[config.mk]
export PLATFORM = sky130hd
export DESIGN_NAME = fir_serial_mac
export DESIGN_NICKNAME = d
export VERILOG_FILES = /design/src/rtl/fir_serial_mac.sv
export SDC_FILE = /design/constraint.sdc
export NUM_CORES = 2
export LEC_CHECK = 0
export CORE_ASPECT_RATIO = 1.5
export CORE_UTILIZATION = 40
export DETAILED_ROUTE_END_ITERATION = 7
export DONT_BUFFER_PORTS = 1
export PLACE_DENSITY_LB_ADDON = 0.3
export RECOVER_POWER = 25
export SETUP_SLACK_MARGIN = 0.05
export SYNTH_ARGS = -nofsm -noshare
export SYNTH_HDL_FRONTEND = slang
export SYNTH_SLANG_ARGS = --single-unit
[constraint.sdc]
create_clock -name clk -period 10 [get_ports clk]
set_input_delay 2 -clock clk [delete_from_list [all_inputs] [get_ports clk]]
set_output_delay 2 -clock clk [all_outputs]
set_load 0.01 [all_outputs]
[src/rtl/fir_serial_mac.sv]
// Time-multiplexed FIR: one shared signed multiplier walks all taps per sample,
// then the sum is rounded half-up and saturated to the output width.
module fir_serial_mac #(
   parameter int WIDTH  = 16,
   parameter int COEF_W = 16,
   parameter int NTAPS  = 17,
   parameter int FRAC   = 16,
   parameter int ACC_W  = 40,
   parameter int AW     = $clog2(NTAPS)
) (
   input  logic              clk,
   input  logic              rst,
   // Input handshake: a sample transfers on a rising edge where in_valid and
   // in_ready are both high; in_ready is high only in IDLE, in_valid is
   // ignored otherwise and in_data need only be stable when in_valid is high.
   input  logic              in_valid,
   output logic              in_ready,
   input  logic [WIDTH-1:0]  in_data,
   output logic              out_valid,
   output logic [WIDTH-1:0]  out_data,
   output logic              out_sat,
   input  logic              coef_we,
   input  logic [AW-1:0]     coef_addr,
   input  logic [COEF_W-1:0] coef_data,
   output logic              coef_err,
   output logic              busy,
   output logic [1:0]        dbg_state_o
);

   localparam logic [1:0] ST_IDLE  = 2'd0;
   localparam logic [1:0] ST_MAC   = 2'd1;
   localparam logic [1:0] ST_FLUSH = 2'd2;
   localparam logic [1:0] ST_OUT   = 2'd3;

   localparam int PW = WIDTH + COEF_W;
   localparam int RW = ACC_W + 1;

   localparam logic [AW-1:0]        LAST_TAP = AW'(NTAPS - 1);
   localparam logic signed [RW-1:0] RND_HALF = RW'(longint'(1) <<< (FRAC - 1));
   localparam logic signed [RW-1:0] OUT_MAX  = RW'((longint'(1) <<< (WIDTH - 1)) - 1);
   localparam logic signed [RW-1:0] OUT_MIN  = -OUT_MAX - RW'(1);

   logic [1:0]               state_q, state_d;
   logic [AW-1:0]            wr_ptr_q, wr_ptr_d;
   logic [AW-1:0]            rd_ptr_q, rd_ptr_d;
   logic [AW-1:0]            k_q, k_d;
   logic signed [ACC_W-1:0]  acc_q, acc_d;
   logic signed [PW-1:0]     prod_q, prod_d;
   logic                     prod_vld_q, prod_vld_d;
   logic                     out_valid_q;
   logic [WIDTH-1:0]         out_data_q;
   logic                     out_sat_q;
   logic                     coef_err_q;

   logic signed [WIDTH-1:0]  dline_q [NTAPS];
   logic signed [COEF_W-1:0] coef_q  [NTAPS];

   logic                     handshake;
   logic                     coef_ok;
   logic signed [COEF_W-1:0] coef_rd;
   logic signed [WIDTH-1:0]  x_rd;
   logic signed [PW-1:0]     tap_prod;
   logic signed [ACC_W-1:0]  prod_ext;
   logic signed [RW-1:0]     rnd_sum;
   logic signed [RW-1:0]     rnd_r;
   logic [WIDTH-1:0]         sat_data;
   logic                     sat_flag;

   function automatic logic [AW-1:0] ptr_inc(input logic [AW-1:0] p);
      return (p == LAST_TAP) ? '0 : p + AW'(1);
   endfunction

   function automatic logic [AW-1:0] ptr_dec(input logic [AW-1:0] p);
      return (p == '0) ? LAST_TAP : p - AW'(1);
   endfunction

   assign handshake = (state_q == ST_IDLE) && in_valid;
   assign coef_ok   = coef_we && (state_q == ST_IDLE) && (int'(coef_addr) < NTAPS);

   // Both operands widened to the full product width so the multiply is exact.
   assign coef_rd  = coef_q[k_q];
   assign x_rd     = dline_q[rd_ptr_q];
   assign tap_prod = PW'(coef_rd) * PW'(x_rd);
   assign prod_ext = prod_vld_q ? ACC_W'(prod_q) : '0;

   always_comb begin
      state_d    = state_q;
      wr_ptr_d   = wr_ptr_q;
      rd_ptr_d   = rd_ptr_q;
      k_d        = k_q;
      acc_d      = acc_q;
      prod_d     = prod_q;
      prod_vld_d = 1'b0;
      case (state_q)
         ST_IDLE: begin
            if (in_valid) begin
               wr_ptr_d = ptr_inc(wr_ptr_q);
               rd_ptr_d = wr_ptr_q;
               k_d      = '0;
               acc_d    = '0;
               state_d  = ST_MAC;
            end
         end
         ST_MAC: begin
            // Product of tap k is registered; tap k-1's product lands in acc now.
            prod_d     = tap_prod;
            prod_vld_d = 1'b1;
            acc_d      = acc_q + prod_ext;
            rd_ptr_d   = ptr_dec(rd_ptr_q);
            k_d        = k_q + AW'(1);
            if (k_q == LAST_TAP) begin
               state_d = ST_FLUSH;
            end
         end
         ST_FLUSH: begin
            acc_d   = acc_q + prod_ext;
            state_d = ST_OUT;
         end
         default: begin
            state_d = ST_IDLE;
         end
      endcase
   end

   // Round half up, then clamp into the signed output range.
   always_comb begin
      rnd_sum  = RW'(acc_q) + RND_HALF;
      rnd_r    = rnd_sum >>> FRAC;
      sat_data = WIDTH'(rnd_r);
      sat_flag = 1'b0;
      if (rnd_r > OUT_MAX) begin
         sat_data = WIDTH'(OUT_MAX);
         sat_flag = 1'b1;
      end else if (rnd_r < OUT_MIN) begin
         sat_data = WIDTH'(OUT_MIN);
         sat_flag = 1'b1;
      end
   end

   always_ff @(posedge clk) begin
      if (rst) begin
         state_q    <= ST_IDLE;
         wr_ptr_q   <= '0;
         rd_ptr_q   <= '0;
         k_q        <= '0;
         acc_q      <= '0;
         prod_q     <= '0;
         prod_vld_q <= 1'b0;
      end else begin
         state_q    <= state_d;
         wr_ptr_q   <= wr_ptr_d;
         rd_ptr_q   <= rd_ptr_d;
         k_q        <= k_d;
         acc_q      <= acc_d;
         prod_q     <= prod_d;
         prod_vld_q <= prod_vld_d;
      end
   end

   always_ff @(posedge clk) begin
      if (rst) begin
         out_valid_q <= 1'b0;
         out_data_q  <= '0;
         out_sat_q   <= 1'b0;
         coef_err_q  <= 1'b0;
      end else begin
         out_valid_q <= (state_q == ST_OUT);
         coef_err_q  <= coef_we && !coef_ok;
         if (state_q == ST_OUT) begin
            out_data_q <= sat_data;
            out_sat_q  <= sat_flag;
         end
      end
   end

   always_ff @(posedge clk) begin
      if (rst) begin
         for (int i = 0; i < NTAPS; i++) begin
            dline_q[i] <= '0;
         end
      end else if (handshake) begin
         dline_q[wr_ptr_q] <= in_data;
      end
   end

   // Coefficients deliberately survive reset; software reloads them as needed.
   always_ff @(posedge clk) begin
      if (coef_ok) begin
         coef_q[coef_addr] <= coef_data;
      end
   end

   assign in_ready    = (state_q == ST_IDLE);
   assign busy        = (state_q != ST_IDLE);
   assign out_valid   = out_valid_q;
   assign out_data    = out_data_q;
   assign out_sat     = out_sat_q;
   assign coef_err    = coef_err_q;
   assign dbg_state_o = state_q;

   a_out_valid_pulse : assert property (@(posedge clk) disable iff (rst)
      out_valid_q |=> !out_valid_q);

   a_tap_in_range : assert property (@(posedge clk) disable iff (rst)
      (state_q == ST_MAC) |-> (int'(k_q) < NTAPS));

endmodule

# == Word-level counts from Yosys, hierarchy flattened ==
# Memory sizes are Yosys's and may differ from the RTL's. A register that Yosys moved wholly into a read port is not among the register bits.
# Index checks and enable logic that the tools add are counted.
# classes
multipliers,1
n_eq_ne,7
reduce_logical,16
add_sub_neg,5
order_cmp,3
mux,31
# ops
cell,count
$mux 40,2
$pmux 40 s2,1
$mux 16,3
$mux 5,9
$add 40x17->41 const B,1
$add 40x40->40,1
$mul 16x16->32,1
$gt 25x16->1 const B,1
$lt 25x16->1 const B,1
$pmux 5 s2,2
$reduce_or 16->1,1
$mux 1,11
$add 5x1->5 const B,2
$eq 5x5->1 const B,2
$reduce_and 2->1,4
$pmux 2 s3,1
$reduce_bool 2->1,3
$logic_not 5->1,1
$lt 5x5->1 const B,1
$sub 5x1->5 const B,1
$eq 2x2->1 const B,2
$logic_and 1x1->1,4
$mux 2,2
$ne 2x2->1 const B,2
other kinds (4),4
# totals
inputBits,41
n_memories,2
mem_bits_rw,544
out_inout_bits,23
register_bits,109
# mem_list
memory,depth,width,rd,rd_clocked_by_memory_dff,write_ports,line,rtl
coef_q,17,16,1,1,1,56,logic signed [COEF_W-1:0] coef_q [NTAPS];
dline_q,17,16,1,1,17,55,logic signed [WIDTH-1:0] dline_q [NTAPS];

# == Depth between registers and ports, before layout ==
# logic_depth
ltp_word,7
ltp_mapped,31

# == Worst setup path after synthesis ==
# Ideal clock, no wire load.
# synth_path
path_kind,register to register
start,reg (tool-made name)
end,reg prod_q[22]
arrival_time_ns,7.745
t_required_ns,9.880
n_path_buf,3
setup_ns,0.120
path_slack_ns,2.135
path_stages_with_launch,28
cell_sequence,dfxtp_1 > buf_2 > buf_1 > mux4_2 > mux4_2 > mux2i_1 > clkbuf_1 > nor2_1 > fa_1 > inv_1 > fa_1 > inv_1 > fa_1 > inv_1 > fa_1 > inv_1 > fa_1 > inv_1 > fa_1 > inv_1 > ha_1 > nand3_1 > o311ai_0 > a21boi_0 > o21bai_1 > a31o_2 > nor4_1 > a211o_1
# synth_lines
item,line,rtl
to (signal assigned),155,prod_q <= prod_d;
to (decl),48,"logic signed [PW-1:0] prod_q, prod_d;"

==> run summary <==
Startpoint types - flip-flop
Crit path DAT - 9.45 ns
Async set or reset register ratio after synthesis - 0%
Minimum clock period - 8.871 ns
Hpwl dp - 80.54 mm
Drt first pass iters - 5
Vias per cell - 5.345
HP Start - acc_q[4]
Max clock buf depth - 3
IO Port Bufs - 0
Seq cells post-synth - 903
Initial antenna violation count - 0
WL/cell - 23.17 um
Post-Place Cell Area - 50630 um2
CTS sink count - 903
Pin count of the biggest net entering global routing - 78
Number of core rows - 155
Final hold vios - 0
Fin. max-slew vios - 0
Routed vias - 27310
Post-CTS sizing - 0
Syn Area/Cell - 14.10 um2
CTS tree - yes
Final instance area - 53580 um2
Top_reg_cell synth - edfxtp_1
Final setup viols - 0
Final WL - 118.4 mm
Fin util - 44.85%
IO Pins - 64
Inserted Clock Buffers - 89
Hold Path Depth - 2
Fillers - 10650
Die Y - 427.7 um
Commonest cells after routing, fill and taps aside - edfxtp_1, inv_1, and2_1, nor2_1, fa_1
CTS Hold Bufs - 0
Antenna Nets Post-Route - 0
Sequential-to-total area share from yosys stat - 53.64%
Max-Cap Viols - 0
Initial Util - 40.45%
GR Util All Layers - 19.66%
WP data required - 10.58 ns
Post-synth top area share - 48.71%
Residual DRC - 0
CTS HTree Levels - 3
First-pass GRT wire length - 179.3 mm
EDFF count, synth - 784
Worst rel slew slack - 15.43%
Post-Syn Nets - 3864
Starting DRT DRC Count - 1969
Cell mode on critical path - fa_1
Sequential Area - 25940 um2
Clock root buffer - clkbuf_16
Clock-pin slew on the worst setup and hold paths - 0.07 ns
Commonest non-fill, non-tap cell in the layout - edfxtp_1
Total core area - 119500 um2
R2R Path End - prod_q[31]
Yosys top cell by area - edfxtp_1
Worst Hold End - acc_q[4]
F_max - 112.7 MHz
CP endpoint kind - flip-flop
Die area - 122200 um2
Flop-to-flop setup slack - 1.13 ns
Syn. warnings - 0
Worst-path fanout max - 25
Crit Path Category - flip-flop to flip-flop
Setup_tns - 0 ns
Slowest-stage cell, CP - mux2i_1
Maximum single-stage delay on the critical path - 0.78 ns
P&R area growth vs syn - 10.87%
Reg2Reg Depth - 25
Setup bufs post-CTS - 0
Ratio of cells with drive above 1 in the final layout - 15.34%
Top area cells in the synthesized netlist - edfxtp_1, mux4_2, fa_1
Tcrit/Tclk final - 88.71%
Routability congestion estimate - 0.8450
Grt ovf - 0
Outcome - finished clean
Tightest Pin Transition - 1.264 ns
Die width - 285.8 um
Worst min path class - flip-flop to flip-flop
Diodes inserted - 0
Clk_lat worst skew - 0.70 ns
Syn Std Cell Area - 48330 um2
# nets final - 3903
Max Clock Skew - 0.03596 ns
RSZ-0062 raised after global routing - no
Post-Synthesis Cells - 3427
Distinct cell type count after synthesis - 64
Area of the multi-input gates - 20520 um2
Vias in the first global route - 28820
how the worst max path moves through the flow:
stage / from / end / slack [ns] / cells after the start
after floorplan: flip-flop / prod_q[22] / 2.13 / 27
after global placement: flip-flop / prod_q[31] / 1.14 / 25
after detailed placement: flip-flop / prod_q[31] / 1.06 / 25
after CTS: flip-flop / prod_q[31] / 1.04 / 25
after global routing: flip-flop / prod_q[30] / 0.56 / 25
final: flip-flop / prod_q[31] / 1.13 / 25
worst max-delay path, delay by kind of cell (launching register included):
kind | cells | cell delay, ns
muxes | 4 | 2.06
xor gates and xnor gates | 1 | 0.10
adders and majority gates | 7 | 3.44
DFF | 1 | 0.70
buffers and inverters | 4 | 0.70
and+or+nand+nor | 2 | 0.14
AOI/OAI and AO/OA | 7 | 1.59
metrics by stage:
step	worst slack (ns)	cells	hold WS, ns
3_5_place_dp	1.057	4945	0.4446
4_1_cts	1.041	5109	0.4541
3_3_place_gp	1.138	4945	0.4337
6_report	1.129	5109	0.4537
5_1_grt	0.5604	5109	0.4721
2_1_floorplan	2.135	3427	0.4167
area by class of cell:
cell class                      count  share of cell area, %
Clock buffer                      111                  4.350
Clock inverter                     53                  1.156
Inverter                          342                  2.396
Multi-Input combinational cell   2019                  38.30
Sequential cell                   903                  48.41
Tap cell                         1570                  3.666
Timing Repair Buffer              111                  1.719
cell usage after synthesis (20+ instances only):
master    instances
nand2_1         119
ha_1            133
and2_1          314
fa_1            263
a21oi_1          69
mux4_2          240
xnor2_1          61
clkbuf_1        111
edfxtp_1        784
inv_1           342
mux2i_1          47
nor2b_1          24
a22oi_1          20
nor2_1          315
a211oi_1         25
nand3_1          37
buf_2            37
xor2_1           31
dfxtp_1         119
nand2b_1         35
a21o_1           32
o21ai_0          58
logic make-up after synthesis:
| logic type | share of synthesized area, % |
|---|---|
| adders and majority gates | 14.34 |
| DFF | 53.64 |
| xor gates and xnor gates | 1.667 |
| AOI/OAI and AO/OA | 4.163 |
| muxes | 12.37 |
| buffers and inverters | 4.034 |
| and+or+nand+nor | 9.789 |
metal layers:
| metal | GRT usage [%] | share of wire (%) | up-vias |
|---|---|---|---|
| met5 | 0 | 0 | - |
| met4 | 6.586 | 2.8 | 0 |
| met3 | 2.436 | 4.5 | 149 |
| met2 | 36.39 | 54 | 630 |
| met1 | 23.48 | 39 | 14260 |
| li1 | - | - | 12270 |
sequential cells by signal, indices dropped and copies added, names as in the netlist, 2 cells and up, named ones only:
register,cells
prod_q,32
out_data,16
dbg_state_o,2
acc_q,40
k_q,5
wr_ptr_q,5
rd_ptr_q,5
coef_q,272
dline_q,512
Power is not shown: default switching activity piles up to over one toggle a cycle in this logic, so the estimate is an artifact.
